==> config.mk <==
export PLATFORM = sky130hd
export DESIGN_NAME = fetch_control_unit
export DESIGN_NICKNAME = d
export VERILOG_FILES = /design/src/rtl/fetch_control_unit.sv
export SDC_FILE = /design/constraint.sdc
export NUM_CORES = 1
export LEC_CHECK = 0
export CORE_MARGIN = 2
export CORE_UTILIZATION = 30
export DETAILED_ROUTE_END_ITERATION = 7
export PLACE_DENSITY = 0.52
export SYNTH_ARGS = -nofsm -noshare
export SYNTH_HDL_FRONTEND = slang
export SYNTH_SLANG_ARGS = --single-unit
==> constraint.sdc <==
create_clock -name clk -period 2.9 [get_ports clk]
set_input_delay 0.29 -clock clk [delete_from_list [all_inputs] [get_ports clk]]
set_output_delay 0.29 -clock clk [all_outputs]
set_load 0.01 [all_outputs]
==> src/rtl/fetch_control_unit.sv <==
// fetch_control_unit: sequences PC advance, next-PC select and IF/ID load/hold/flush with debug halt/step.
module fetch_control_unit #(
  parameter int STALL_CYCLES = 1,
  parameter int BOOT_CYCLES = 1
) (
  input  logic        clk,
  input  logic        rst,
  input  logic        load_use_hazard,
  input  logic        branch_taken,
  input  logic        halt_req,
  input  logic        step_req,
  input  logic        resume,
  output logic        PCWrite,
  output logic        PCSrc,
  output logic        IFID_write,
  output logic        IFID_flush,
  output logic        IDEX_bubble,
  output logic        halted,
  output logic [31:0] fetch_count,
  output logic [15:0] stall_count
);
  typedef enum logic [2:0] {BOOT, RUN, STALL, HALT, STEP} state_t;
  state_t state;
  logic [3:0] cnt;
  logic from_step;
  logic run_like, hz, br, stall_active;
  always_comb begin
    run_like = state == RUN || state == STEP;
    hz = run_like && load_use_hazard;
    br = run_like && !load_use_hazard && branch_taken;
    stall_active = hz || state == STALL;
    PCWrite = !rst && run_like && !load_use_hazard;
    IFID_write = PCWrite;
    PCSrc = !rst && br;
    IFID_flush = rst || state == BOOT || br;
    IDEX_bubble = rst || state == BOOT || state == HALT || stall_active;
    halted = !rst && state == HALT;
  end
  // A STEP stall returns to HALT; a RUN stall returns to RUN.
  always_ff @(posedge clk) begin
    if (rst) begin
      state <= BOOT;
      cnt <= 4'(BOOT_CYCLES - 1);
      from_step <= 1'b0;
      fetch_count <= '0;
      stall_count <= '0;
    end else begin
      if (PCWrite) fetch_count <= fetch_count + 32'd1;
      if (stall_active && stall_count != 16'hFFFF) stall_count <= stall_count + 16'd1;
      case (state)
        BOOT: begin
          if (cnt == 4'd0) state <= RUN;
          else cnt <= cnt - 4'd1;
        end
        RUN: begin
          if (load_use_hazard) begin
            if (STALL_CYCLES > 1) begin
              state <= STALL;
              cnt <= 4'(STALL_CYCLES - 2);
              from_step <= 1'b0;
            end
          end else if (halt_req) state <= HALT;
        end
        STEP: begin
          if (load_use_hazard && STALL_CYCLES > 1) begin
            state <= STALL;
            cnt <= 4'(STALL_CYCLES - 2);
            from_step <= 1'b1;
          end else state <= HALT;
        end
        STALL: begin
          if (cnt == 4'd0) state <= from_step ? HALT : RUN;
          else cnt <= cnt - 4'd1;
        end
        HALT: begin
          if (resume) state <= RUN;
          else if (step_req) state <= STEP;
        end
        default: state <= BOOT;
      endcase
    end
  end
endmodule

==> results of run 1 <==
through the flow:
stage               hold slack, ns  area (um2)  power (mW)
finish                      0.3199        3442       1.716
global route                0.3297        3442       1.845
CTS                         0.3207        3442       1.750
detailed placement          0.5011        3358       1.324
global placement            0.4978        3358       1.317
floorplan                   0.4801        2679       1.205
layout make-up:
| class | instances | area [um2] | share of cell area (%) |
|---|---|---|---|
| clock buffer | 5 | 68.82 | 1.999 |
| tap | 108 | 135.1 | 3.926 |
| inverter | 6 | 22.52 | 0.6543 |
| clock inverter | 3 | 15.01 | 0.4362 |
| multi-input combinational | 237 | 1481 | 43.04 |
| sequential | 55 | 1101 | 31.99 |
| timing repair buffer | 63 | 618.1 | 17.96 |
kinds of logic (layout without fill, tap and decap cells):
logic type | after synthesis | count (layout) | share of synthesized area (%)
muxes | 2 | 2 | 0.7473
adders and majority gates | 4 | 4 | 1.775
xor gates and xnor gates | 47 | 47 | 15.37
AOI/OAI and AO/OA | 33 | 33 | 8.127
buffers and inverters | 22 | 77 | 3.597
and+or+nand+nor | 151 | 151 | 29.29
DFF | 55 | 55 | 41.10
worst paths after layout:
check                  startpoint               to  slack, ns  cells past startpoint
setup reg to reg         state[2]  fetch_count[30]       0.71                      5
setup / recovery         state[2]            PCSrc       0.37                      4
hold reg to reg   fetch_count[30]  fetch_count[30]       0.51                      2
hold / removal                rst   stall_count[9]       0.32                      2
layout by cell type (no fill, tap or decap), types with 2 or more instances in the layout:
cell | Yosys | final
and3_1 | 10 | 10
a211oi_1 | 10 | 10
a31oi_1 | 2 | 2
clkbuf_8 | 0 | 5
clkinv_2 | 0 | 3
nor2_1 | 54 | 54
dfxtp_1 | 55 | 55
a2111oi_0 | 2 | 2
or3_1 | 3 | 3
nand4_1 | 11 | 11
xnor2_1 | 25 | 25
inv_1 | 6 | 6
nor4_1 | 7 | 7
nand2_1 | 20 | 20
a21o_1 | 2 | 2
clkdlybuf4s50_1 | 0 | 59
ha_1 | 3 | 3
and3b_1 | 2 | 2
xor2_1 | 22 | 22
o21ai_0 | 7 | 7
mux2i_1 | 2 | 2
a21oi_1 | 6 | 6
and2_1 | 4 | 4
nand3_1 | 17 | 17
and4_1 | 7 | 7
nor3_1 | 7 | 7
buf_4 | 1 | 3
nor4_2 | 2 | 2
sequential cells by signal, summed over array words and instances, names as in the netlist:
name and count:
cnt 4, fetch_count 32, stall_count 16, state 3
power groups by stage:
stage / Sequential [mW] / Clock [mW] / Combinational [mW]
after floorplan: 0.869 / 0 / 0.336
after global placement: 0.900 / 0 / 0.417
after detailed placement: 0.900 / 0 / 0.424
after CTS: 0.883 / 0.440 / 0.427
after global routing: 0.895 / 0.469 / 0.481
final: 0.881 / 0.413 / 0.421
metal layers:
layer	share of wire, %	track usage [%]
met5	0	0
met1	49	17.17
met4	1.4	4.110
met3	3.4	2.482
met2	46	19.88
worst max-delay path, cell delays in order (launching register included):
cell and delay, ns:
dfxtp_1 0.57, xnor2_1 0.25, nor3_1 0.39, and2_1 0.20
clkdlybuf4s50_1 0.53
==> flow_metrics.tcl, run 1 <==
set metrics [dict create \
    post_cts_buffers 0 \
    routedWlPerCell_um 12.64 \
    cts_resized 0 \
    grt_pass1_wl_um 10160 \
    clock-root-buffer "clkbuf_8" \
    finalClockSkew_ns 0.009421 \
    via_count 2289 \
    finalCritPeriodShare_pct 87.25 \
    antenna_found_initial 0 \
    status "completed" \
    dp_hpwl_um 4300 \
    yosys_warnings 0 \
    finalSetupViolCount 0 \
    synth_top_area_share_pct 41.10 \
    netlist-cell-type-count 41 \
    track_usage_pct 12.53 \
    internal-power_mw 1.171 \
    cts_num_sinks 55 \
    gp_congestion 0.7662 \
    synth_area_leader_cell "dfxtp_1" \
    grt_overflow 0 \
    max-vdd-ir-drop_mv 0.1961 \
    io_buffer_count 60 \
    cts_hold_buf 0 \
    relSlewSlack_pct 38.42 \
    cts_buffers 5 \
    timing.final.ws_setup_ns 0.3697 \
    die-area_um2 9701 \
    sw_frac_of_total_pct 31.76 \
    die_h_um 98.50 \
    worst_skew_pair.late_latency_ns 0.31 \
    synth_cells 314 \
    clockBufferDepth 2 \
    rsz0062_at_grt "false" \
    first_pass_iters 4 \
    pre_cts_slack_ns 0.3738 \
    core_area_um2 8678 \
    ant_nets 0 \
    vias_per_cell 4.799 \
    cp.arrival_ns 2.24 \
    wl_um 6030 \
    switchingPower_uw 544.9 \
    power.leakage_nw 1.160 \
    synth_flop_cell "dfxtp_1" \
    finalHoldViolCount 0 \
    seqPwrFrac_pct 51.4 \
    synth_most_common_cell "dfxtp_1" \
    synth_nets 324 \
    row_count 34 \
    end_kind "output port" \
    yosys-top-cells-count "55 x dfxtp_1, 54 x nor2_1, 25 x xnor2_1" \
    antenna_cells 0 \
    fin_util_pct 39.66 \
    ioPinCount 61 \
    synth-edff-count 0 \
    dieWidth_um 98.50 \
    cp_max_fo 12 \
    drt_iter0_markers 72 \
    max_freq_mhz 395.2 \
    cp.required_ns 2.61 \
    syn_avg_cell_area_um2 8.531 \
    clkTransAtPathRegs_ns 0.10 \
    path_class "flop to output port" \
    drive_gt1_share_pct 4.878 \
    period_minus_slack_ns 2.530 \
    area_delta_synth_final_pct 28.49 \
    clkPwrFrac_pct 24.1 \
    fill_cells 917 \
    initial_core_util_pct 30.87 \
    drc 0 \
    finalMaxSlewViolations 0 \
    cp-start-kind "flop" \
    nets 378 \
    hp-class "input pin to flop" \
    grt_pass1_vias 2110 \
    synth_seq_area_share_pct 41.10 \
    syn_area_um2 2679 \
    max_cap_violations 0 \
    synth_seq_cells 55 \
    postSynth.asyncResetShare_pct 0 \
    combinationalPowerShare_pct 24.6 \
    synth_area_leaders "dfxtp_1 41%, xnor2_1 8.2%, nor2_1 7.6%, xor2_1 7.2%, nand3_1 3.2%" \
    tritoncts "built" \
    dp_cells 469 \
    tightest_slew_ns 0.9182 \
    htree_levels 2 \
    p_per_area_nw_per_um2 498.5 \
    tns_ns 0 \
    grt_max_degree 46 \
    instances_no_fill 477 \
]
Power figures use the tool's default switching activity.
==> inputs of run 2 (changes only) <==
Settings changed: CORE_MARGIN 2 to 4.
Clock period 2.9 ns to 2.93 ns, I/O delays scaled along.
==> flow_metrics.tcl, run 2 (synthesis results as in run 1) <==
set metrics [dict create \
    fin_util_pct 39.90 \
    htree_levels 2 \
    grt_overflow 0 \
    gp_congestion 0.8255 \
    finalHoldViolCount 0 \
    die_h_um 102.5 \
    postPlaceCellArea_um2 3358 \
    holdWs_ns 0.2923 \
    crit_chain "clkdlybuf4s50_1 > or2_0 > nor3_1 > and2_1 > clkdlybuf4s50_1" \
    hold-path-endpoint "fetch_count[10]" \
    largest_reg_flops 32 \
    cts_hold_buf 0 \
    hp-class "input pin to flop" \
    grt_max_degree 47 \
    drt_iter0_markers 88 \
    antenna_cells 0 \
    grt_pass1_wl_um 10300 \
    dp_hpwl_um 4435 \
    via_count 2301 \
    finalClockSkew_ns 0.01182 \
    track_usage_pct 12.10 \
    period_minus_slack_ns 2.500 \
    post_cts_buffers 0 \
    power.leakage_nw 1.174 \
    relSlewSlack_pct 38.33 \
    rrSetupSlack_ns 0.72 \
    rsz0062_at_grt "false" \
    cp_common_cell "clkdlybuf4s50_1" \
    biggestRegsByFlops "fetch_count x32, stall_count x16, cnt x4" \
    mostFrequentLayoutCell "clkdlybuf4s50_1" \
    tightest_slew_ns 0.9195 \
    r2r_cells 5 \
    max_cap_violations 0 \
    timing.final.ws_setup_ns 0.4299 \
    p_per_area_nw_per_um2 527.2 \
    end_kind "output port" \
    first_pass_iters 6 \
    r2r-end "fetch_count[30]" \
    ioPinCount 61 \
    clkTransAtPathRegs_ns 0.10 \
    tritoncts "built" \
    hold_start "rst" \
    cts_num_sinks 55 \
    stdcell_area_um2 3480 \
    initial_core_util_pct 30.72 \
    path_class "input pin to output port" \
    crit-reg2reg-launch "state[2]" \
    cts_resized 0 \
    grt_pass1_vias 2110 \
    nets 378 \
    slowest_delay_ns 0.54 \
    wl_um 6220 \
    holdPathStages 2 \
    io_buffer_count 60 \
    tns_ns 0 \
    antenna_found_initial 0 \
    vias_per_cell 4.824 \
    finalMaxSlewViolations 0 \
    status "completed" \
    die-area_um2 10510 \
    area_delta_synth_final_pct 29.89 \
    finalCritPeriodShare_pct 85.33 \
    cp_max_fo 5 \
    clockBufferDepth 2 \
    finalSetupViolCount 0 \
    top_register "fetch_count" \
    cp.arrival_ns 2.21 \
    cp.required_ns 2.64 \
    pre_cts_slack_ns 0.3870 \
    max_freq_mhz 400.0 \
    drive_gt1_share_pct 4.878 \
    clock-root-buffer "clkbuf_8" \
    cp-start-kind "input pin" \
    max-vdd-ir-drop_mv 0.2437 \
    path_delay_family "buffers and inverters" \
    routedWlPerCell_um 13.04 \
    core_area_um2 8721 \
    slowest_stage "clkdlybuf4s50_1" \
    row_count 34 \
    dieWidth_um 102.5 \
    drc 0 \
    cp_num_buf_inv 2 \
    ant_nets 0 \
    layout_common_cells "59 x clkdlybuf4s50_1, 55 x dfxtp_1, 54 x nor2_1" \
    cts_buffers 5 \
    worst_skew_pair.late_latency_ns 0.31 \
]
-- run 2: worst max path at each step --
stage	start	to	slack, ns	depth (start not counted)
2_1_floorplan	state[1]	fetch_count[30]	0.94	7
5_1_grt	state[2]	PCSrc	0.24	4
6_report	load_use_hazard	PCSrc	0.43	5
3_5_place_dp	load_use_hazard	PCSrc	0.39	5
3_3_place_gp	load_use_hazard	PCSrc	0.43	5
4_1_cts	load_use_hazard	PCSrc	0.37	5
-- run 2: where the power goes --
| part | switching (mW) | internal [mW] | total (mW) | leakage, nW |
|---|---|---|---|---|
| Clock | 0.260 | 0.282 | 0.541 | 0.0618 |
| Sequential | 0.0735 | 0.801 | 0.875 | 0.445 |
| Combinational | 0.225 | 0.193 | 0.418 | 0.668 |
| Total | 0.558 | 1.28 | 1.83 | 1.17 |
-- run 2: area by class of cell --
cell class | count | area (um2)
Fill cell | 886 | 5241
Multi-Input combinational cell | 237 | 1481
Sequential cell | 55 | 1101
Timing Repair Buffer | 63 | 618.1
Tap cell | 108 | 135.1
Clock buffer | 6 | 82.58
Clock inverter | 2 | 38.79
Inverter | 6 | 22.52
-- run 2: per-layer routing --
metal | part of all wire, % | track usage, % | wire, um
met5 | 0 | 0 | 0
met4 | 2.5 | 4.743 | 157
met3 | 3.9 | 2.368 | 243
met2 | 45 | 18.72 | 2799
met1 | 49 | 16.62 | 3019
-- run 2: stage by stage --
stage / instances / power [mW]
final: 477 / 1.834
after global routing: 477 / 1.947
after CTS: 477 / 1.861
after detailed placement: 469 / 1.313
after global placement: 469 / 1.307
after floorplan: 314 / 1.193
